`src/rtl/muldiv_unit.sv`:
```
`default_nettype none
// ============================================================================
// Module   : muldiv_unit
// Purpose  : Iterative RV32M multiply/divide unit. Shift-add multiply and
//            restoring divide on operand magnitudes, one bit per cycle, with a
//            start/busy/done handshake towards the execute stage.
// Revision : 1.0 - initial release
// ============================================================================
module muldiv_unit #(
  parameter int WIDTH = 32
) (
  input  logic             clk,
  input  logic             rst_n,
  input  logic             start,
  input  logic             flush,
  input  logic [2:0]       funct3,
  input  logic [WIDTH-1:0] a,
  input  logic [WIDTH-1:0] b,
  output logic             busy,
  output logic             done,
  output logic [WIDTH-1:0] result
);

  localparam int CW = $clog2(WIDTH + 1);

  localparam logic [1:0] c_idle = 2'd0;
  localparam logic [1:0] c_calc = 2'd1;
  localparam logic [1:0] c_done = 2'd2;

  localparam logic [CW-1:0]    c_iter = CW'(WIDTH);
  localparam logic [CW-1:0]    c_one  = CW'(1);
  localparam logic [WIDTH-1:0] c_min  = {1'b1, {(WIDTH-1){1'b0}}};
  localparam logic [WIDTH-1:0] c_ones = '1;

  logic [1:0]         r_state;
  logic [CW-1:0]      r_count;
  logic [2:0]         r_op;
  logic               r_neg;
  logic               r_fast;
  logic [WIDTH-1:0]   r_fast_val;
  // multiply: product accumulator; divide: partial remainder in low half
  logic [2*WIDTH-1:0] r_acc;
  // multiply: multiplier (shifts right); divide: dividend/quotient (shifts left)
  logic [WIDTH-1:0]   r_opa;
  // multiply: multiplicand (shifts left); divide: divisor in low half
  logic [2*WIDTH-1:0] r_opb;
  logic [WIDTH-1:0]   r_result;

  logic               w_a_signed;
  logic               w_b_signed;
  logic               w_neg_a;
  logic               w_neg_b;
  logic [WIDTH-1:0]   w_mag_a;
  logic [WIDTH-1:0]   w_mag_b;
  logic               w_res_neg;
  logic               w_fast;
  logic [WIDTH-1:0]   w_fast_val;

  logic [WIDTH:0]     w_shift;
  logic [WIDTH:0]     w_diff;

  logic [2*WIDTH-1:0] w_prod;
  logic [WIDTH-1:0]   w_quo;
  logic [WIDTH-1:0]   w_rem;
  logic [WIDTH-1:0]   w_final;

  // Decode the incoming op: operand signedness, magnitudes, result sign, fast paths
  always_comb begin
    w_a_signed = 1'b0;
    w_b_signed = 1'b0;
    case (funct3)
      3'b001:         begin w_a_signed = 1'b1; w_b_signed = 1'b1; end
      3'b010:         begin w_a_signed = 1'b1; w_b_signed = 1'b0; end
      3'b100, 3'b110: begin w_a_signed = 1'b1; w_b_signed = 1'b1; end
      default:        begin w_a_signed = 1'b0; w_b_signed = 1'b0; end
    endcase
    w_neg_a = w_a_signed & a[WIDTH-1];
    w_neg_b = w_b_signed & b[WIDTH-1];
    w_mag_a = w_neg_a ? -a : a;
    w_mag_b = w_neg_b ? -b : b;
    // remainder follows the dividend sign; everything else negates on sign mismatch
    if (funct3[2] && funct3[1]) begin
      w_res_neg = w_neg_a;
    end else begin
      w_res_neg = w_neg_a ^ w_neg_b;
    end
    w_fast     = 1'b0;
    w_fast_val = '0;
    if (funct3[2] && (b == '0)) begin
      w_fast     = 1'b1;
      w_fast_val = funct3[1] ? a : c_ones;
    end else if (funct3[2] && !funct3[0] && (a == c_min) && (b == c_ones)) begin
      w_fast     = 1'b1;
      w_fast_val = funct3[1] ? '0 : c_min;
    end
  end

  // One restoring-division trial subtraction per cycle
  always_comb begin
    w_shift = {r_acc[WIDTH-1:0], r_opa[WIDTH-1]};
    w_diff  = w_shift - {1'b0, r_opb[WIDTH-1:0]};
  end

  // Final result: sign fixup and half/quotient/remainder select
  always_comb begin
    w_prod = r_neg ? -r_acc : r_acc;
    w_quo  = r_neg ? -r_opa : r_opa;
    w_rem  = r_neg ? -r_acc[WIDTH-1:0] : r_acc[WIDTH-1:0];
    if (r_fast) begin
      w_final = r_fast_val;
    end else if (r_op[2]) begin
      w_final = r_op[1] ? w_rem : w_quo;
    end else if (r_op[1:0] == 2'b00) begin
      w_final = w_prod[WIDTH-1:0];
    end else begin
      w_final = w_prod[2*WIDTH-1:WIDTH];
    end
  end

  // Control FSM and datapath registers. CALC runs WIDTH iteration cycles
  // (counter WIDTH..1) followed by one finalize cycle (counter 0); fast paths
  // load the counter with 0 so they go straight to the finalize cycle.
  always_ff @(posedge clk or negedge rst_n) begin
    if (!rst_n) begin
      r_state    <= c_idle;
      r_count    <= '0;
      r_op       <= '0;
      r_neg      <= 1'b0;
      r_fast     <= 1'b0;
      r_fast_val <= '0;
      r_acc      <= '0;
      r_opa      <= '0;
      r_opb      <= '0;
      r_result   <= '0;
    end else if (flush) begin
      r_state <= c_idle;
      r_count <= '0;
    end else begin
      case (r_state)
        c_idle: begin
          if (start) begin
            r_op       <= funct3;
            r_neg      <= w_res_neg;
            r_fast     <= w_fast;
            r_fast_val <= w_fast_val;
            r_count    <= w_fast ? '0 : c_iter;
            r_acc      <= '0;
            r_opa      <= w_mag_a;
            r_opb      <= {{WIDTH{1'b0}}, w_mag_b};
            r_state    <= c_calc;
          end
        end
        c_calc: begin
          if (r_count != '0) begin
            r_count <= r_count - c_one;
            if (r_op[2]) begin
              r_opa <= {r_opa[WIDTH-2:0], ~w_diff[WIDTH]};
              r_acc <= {{WIDTH{1'b0}}, (w_diff[WIDTH] ? w_shift[WIDTH-1:0] : w_diff[WIDTH-1:0])};
            end else begin
              if (r_opa[0]) begin
                r_acc <= r_acc + r_opb;
              end
              r_opa <= r_opa >> 1;
              r_opb <= r_opb << 1;
            end
          end else begin
            r_result <= w_final;
            r_state  <= c_done;
          end
        end
        c_done: begin
          r_state <= c_idle;
        end
        default: begin
          r_state <= c_idle;
        end
      endcase
    end
  end

  assign busy   = (r_state != c_idle);
  assign done   = (r_state == c_done);
  assign result = r_result;

endmodule
`default_nettype wire

```
`config.mk`:
```
export PLATFORM = sky130hd
export DESIGN_NAME = muldiv_unit
export DESIGN_NICKNAME = d
export VERILOG_FILES = /design/src/rtl/muldiv_unit.sv
export SDC_FILE = /design/constraint.sdc
export NUM_CORES = 1
export LEC_CHECK = 0
export BUFFER_PORTS_ARGS = -buffer_cell sky130_fd_sc_hd__buf_2
export CORE_UTILIZATION = 45
export CTS_CLUSTER_SIZE = 28
export DETAILED_ROUTE_END_ITERATION = 8
export PLACE_DENSITY = 0.69
export SLEW_MARGIN = 25
export SYNTH_ARGS = -nofsm -noshare
export SYNTH_HDL_FRONTEND = slang
export SYNTH_SLANG_ARGS = --single-unit
```
`constraint.sdc`:
```
create_clock -name clk -period 2.8 [get_ports clk]
set_input_delay 0.14 -clock clk [delete_from_list [all_inputs] [get_ports clk]]
set_output_delay 0.14 -clock clk [all_outputs]
set_load 0.005 [all_outputs]
```
After elaboration in Yosys (flattened, before gate mapping)
Index checks and enable logic that the tools add are counted.
{"block": "op_classes", "muxes": 41, "bitwise": 6, "n_eq_ne": 15, "addsub": 8, "n_reduce_logical": 22}
{"operator": "two-way mux 32 bit", "count": 16}
{"operator": "two-way mux 64 bit", "count": 8}
{"operator": "case mux 64 bit (2 select lines)", "count": 2}
{"operator": "negator 32 bit", "count": 4}
{"operator": "adder 64 bit", "count": 1}
{"operator": "== test 32 bit, second input constant", "count": 2}
{"operator": "negator 64 bit", "count": 1}
{"operator": "case mux 32 bit (2 select lines)", "count": 1}
{"operator": "subtractor 33 x 32 -> 33 bit", "count": 1}
{"operator": "logical NOT 32 bit", "count": 1}
{"operator": "two-way mux 6 bit", "count": 4}
{"operator": "inequality test 3 bit, second input constant", "count": 4}
{"operator": "case mux 6 bit (2 select lines)", "count": 1}
{"operator": "AND reduction 5 bit", "count": 2}
{"operator": "AND reduction 3 bit", "count": 3}
{"operator": "== test 3 bit, second input constant", "count": 2}
{"operator": "two-way mux 2 bit", "count": 3}
{"operator": "inequality test 2 bit, second input constant", "count": 3}
{"operator": "nonzero test 6 bit", "count": 1}
{"operator": "subtractor 6 x 1 -> 6 bit, second input constant", "count": 1}
{"operator": "logical AND 1 bit", "count": 5}
{"operator": "two-way mux 1 bit", "count": 5}
{"operator": "logical NOT 2 bit", "count": 2}
{"operator": "case mux 2 bit (2 select lines)", "count": 1}
{"operator": "14 further kinds", "count": 18}
{"block": "totals", "inputBits": 71, "ff_bits": 237, "elab_cells": 102}

Depth between registers and ports, before layout
{"block": "depth", "depth_word": 10, "mapped_depth": 13, "mapped_depth_nobuf": 12}

Worst setup path after synthesis
Ideal clock, no wire load.
{"block": "synth_path", "path_type": "reg2reg", "from": "register r_acc[18]", "to": "register r_acc[57]", "path_buffers": 1, "path_slack_ns": -0.290, "setup_ns": 0.122, "t_arrival_ns": 2.968, "stages_incl_launch_ff": 12, "synth_period_minus_slack_ns": 3.090, "path_cell_list": "dfrtp_1 ha_1 buf_2 nand4_1 or3_1 or4_1 a311oi_1 o2bb2ai_1 nand3_1 a31oi_1 o21ai_0 a32o_1"}
{"block": "synth_between", "elab_chain_cells": 5}
{"item": "start, declared", "line_no": "42", "rtl": "logic [2*WIDTH-1:0] r_acc;"}
{"item": "start signal, assigned", "line_no": "158", "rtl": "r_acc <= {{WIDTH{1'b0}}, (w_diff[WIDTH] ? w_shift[WIDTH-1:0] : w_diff[WIDTH-1:0])};"}
{"item": "start signal, assigned", "line_no": "161", "rtl": "r_acc <= r_acc + r_opb;"}
{"item": "adder 64 bit", "line_no": "161"}
{"item": "two-way mux 64 bit", "line_no": "160", "rtl": "if (r_opa[0]) begin"}
{"item": "two-way mux 64 bit", "line_no": "156", "rtl": "if (r_op[2]) begin"}
{"item": "two-way mux 64 bit", "line_no": "154", "rtl": "if (r_count != '0) begin"}
{"item": "case mux 64 bit (2 select lines)", "line_no": "139", "rtl": "case (r_state)"}
No other way between the ends. The select of a mux whose other input is x is not followed.
A chain may end at the register's enable or synchronous reset.

Worst setup path after layout
{"block": "layout_path", "from": "register r_acc[11]", "to": "register r_acc[18]"}
{"block": "layout_between", "elab_chain_cells": 5, "word_cells_on_any_way": 7, "cone_classes": "2 x add/sub; 5 x mux"}
{"item": "adder 64 bit / subtractor 33 x 32 -> 33 bit (equally long branches)", "line_no": "161, 101"}
{"item": "two-way mux 64 bit / two-way mux 32 bit (equally long branches)", "line_no": "160, 158"}
{"item": "two-way mux 64 bit *", "line_no": "156"}
{"item": "two-way mux 64 bit *", "line_no": "154"}
{"item": "case mux 64 bit (2 select lines) *", "line_no": "139"}
Mark *: on every way between the ends. The rest lies on a longest branch, timed or not. The select of a mux whose other input is x is not followed.

==> out/results.txt <==
outcome -> finished, violations left
failing checks -> negative hold slack, negative setup slack
count leader, synth -> nand2_1
fin worst setup slack -> -528 ps
Die Ht -> 218 µm
Reg area -> 0.00596 mm²
Arr. time, crit path -> 3770 ps
Mapped Avg Cell Area -> 7.75 µm²
GRT Total Usage -> 0.342
Seq/Total Area, Yosys -> 0.282
number of remaining DRC errors -> 0
# diodes -> 0
total power draw -> 36.5 mW
total gr overflow -> 0
Die ar. -> 0.0475 mm²
Worst R2R Setup Slack -> -530 ps
Worst Setup SP -> r_acc[11]
TritonCTS Sinks -> 237
footprint of the multi-input gates -> 0.0161 mm²
Synth top cells by count -> nand2_1 (359), o21ai_0 (260), dfrtp_1 (237)
Final Hold Fails -> 2
Top Ports -> 105
total CTS buffers -> 29
Vias/cell -> 6.13
fill count -> 3786
CP Launch Type -> flop
Worst Tran Pin Value -> 835 ps
largest net degree at the start of global routing -> 80
dpl cells -> 3714
total leakage power -> 13.3 nW
Final Util -> 0.649
number of global-route vias before repair -> 23100
number of antenna violations at the first check in global routing -> 0
Worst Skew -> 38.2 ps
Clk Tree Root Cell -> clkbuf_16
Worst Setup End Kind -> flop
Critical Path End -> r_acc[18]
RSZ-0062 raised after global routing -> yes
hold path depth -> 3
reg2reg end -> r_acc[18]
First-pass DRT Iterations -> 6
slowest CP cell -> or4_4
max_cap viols -> 0
GPL Wtd Cong -> 0.952
Die X -> 218 µm
Tightest Hold Check Type -> input pin to flop
Row Count -> 78
Post-Synth Simple-Gate Area -> 0.210
CP max stage delay -> 530 ps
multiplexer fraction of the synthesized cell area -> 0.0247
R2R depth -> 14
DR vias -> 23800
hold path start -> a[6]
core area -> 0.0457 mm²
final std cells w/o fill -> 3877
Synth Area in Adders -> 0.0627
total power density per cell area -> 1230 mW/mm²
syn nets -> 2885
R2R Path Start -> r_acc[11]
Yosys Warn Count -> 0
htree depth -> 1
largest family of logic cells by synthesized area -> compound AO/OA/AOI/OAI gates
worst hold slack -> -13.7 ps
Seq cells post-synth -> 237
clk_lat worst skew -> 600 ps
Async S/R FF share, synth -> 1.00
critical path required time -> 3240 ps
Most used DFF post-synth -> dfrtp_1
area leader, netlist -> dfrtp_1
layout cell share with drive strength beyond 1 -> 0.316
port bufs -> 104
Min Clock Period, post-route -> 3330 ps
CTS Buffer Depth -> 3
hpwl dp -> 61800 µm
top post-synthesis cells by area -> dfrtp_1 (28%), nand2_1 (6.4%), o21ai_0 (6.2%), ha_1 (6.1%), a21oi_1 (5.4%)
Critical Path Most Common Cell -> buf_6
post-synthesis compound-gate area fraction -> 0.282
Netlist cell types -> 91
XOR/XNOR Fraction of Synth Area -> 0.0913
crit path kind -> flop to flop
cells along the critical path -> buf_6 > ha_4 > nand2_4 > or4_4 > a211oi_2 > nand3b_1 > a31oi_4 > buf_12 > xnor2_4 > buf_6 > clkbuf_16 > buf_6 > mux2i_1 > o21ai_1
Starting Density -> 0.460
Max transition margin -> 0.444
worst-path fanout max -> 6
drt total wl -> 84400 µm
fmax -> 300 MHz
top-area cell type share of the netlist area -> 0.282
Mapped Cells -> 2710
first-pass GRT wire length -> 128000 µm
Detailed Route Iter0 Violations -> 2276
clk slew on worst S/H paths -> 70 ps
Final #Nets -> 3430
EDFF count, synth -> 0
post-synthesis cell area -> 0.0210 mm²
worst vdd ir -> 0.910 mV
Routed WL per cell -> 21.8 µm
final setup violation count -> 89
final slew viol count -> 0
CTS tree -> yes
Layout area overhead -> 41.1%
Detail Route Antenna Nets -> 0
period utilisation layout -> 1.19
[critical path, delay by kind of cell (launching register included)]
| family | cells | cell delay (ps) |
|---|---|---|
| buf+inv | 5 | 700 |
| fa+ha+maj | 1 | 270 |
| simple gates | 3 | 810 |
| mux | 1 | 270 |
| compound gates | 3 | 410 |
| flops | 1 | 430 |
| xor+xnor | 1 | 280 |
[routing by layer]
layer	wire, µm	GRT usage	vias to the layer above
met2	39400	0.572	1144
met5	0	0	-
met1	33900	0.434	11400
li1	-	-	11000
met4	4800	0.164	0
met3	6270	0.0445	266
[cells by family (layout without fill, tap and decap cells)]
group                      count (synthesis)  after routing
xor gates and xnor gates                 218            218
DFF                                      237            237
AOI/OAI and AO/OA                        924            924
muxes                                     50             50
and+or+nand+nor                          924            924
adders and majority gates                104            104
buffers and inverters                    253            820
[placed cells by master (no fill, tap or decap), types with 46 or more instances in the layout]
cell type | synthesis | routed
a21o_1 | 65 | 65
a21oi_1 | 225 | 201
a22o_1 | 47 | 47
buf_2 | 11 | 103
buf_4 | 1 | 487
buf_6 | 3 | 46
dfrtp_1 | 237 | 219
ha_1 | 102 | 74
inv_1 | 72 | 66
nand2_1 | 359 | 326
nand3_1 | 56 | 47
nor2_1 | 207 | 195
nor3_1 | 59 | 49
o21ai_0 | 260 | 200
o21ai_1 | 8 | 52
o31ai_1 | 57 | 46
xnor2_1 | 125 | 112
xor2_1 | 92 | 85
[timing repair]
action,4_1_cts,5_1_grt
pin swaps,115,159
hold endpoints to repair,176,0
hold buffers,32,0
setup buffers,55,30
endpoints found under the setup margin,94,108
gates cloned,3,1
gates resized for setup,240,182
[worst min-delay path by stage]
| stage | end |
|---|---|
| finish | r_fast_val[6] |
| global route | r_fast_val[6] |
| CTS | r_opa[0] |
| detailed placement | r_fast_val[12] |
| global placement | r_fast_val[17] |
| floorplan | r_acc[0] |
[layout make-up]
class	instances	area share
inverters	74	0.00937
flip-flops and latches	237	0.201
repair buffers	693	0.186
clock inverters	11	0.00642
multi-input cells	2220	0.542
well taps	600	0.0253
clock buffers	42	0.0298
[registers in the layout, indices dropped and copies added (netlist names)]
signal      cells
result         32
r_opa          32
r_opb          64
r_neg           1
r_state         2
r_count         6
r_fast_val     32
r_fast          1
r_acc          64
r_op            3
[per-stage QoR]
stage / TNS, ps / setup WS [ps] / area (µm²)
after detailed placement: -31490 / -542 / 25700
after floorplan: -1080 / -179 / 21400
after global placement: -25230 / -477 / 25700
after global routing: -33140 / -594 / 29600
final: -25490 / -528 / 29600
after CTS: -17040 / -343 / 28600
[power breakdown]
group	switching [mW]	internal [mW]	total, mW
combinational	14.3	12.3	26.7
clock	1.63	2.64	4.27
sequential	1.22	4.39	5.60
total	17.2	19.4	36.5
(Power assumes the default switching activity.)
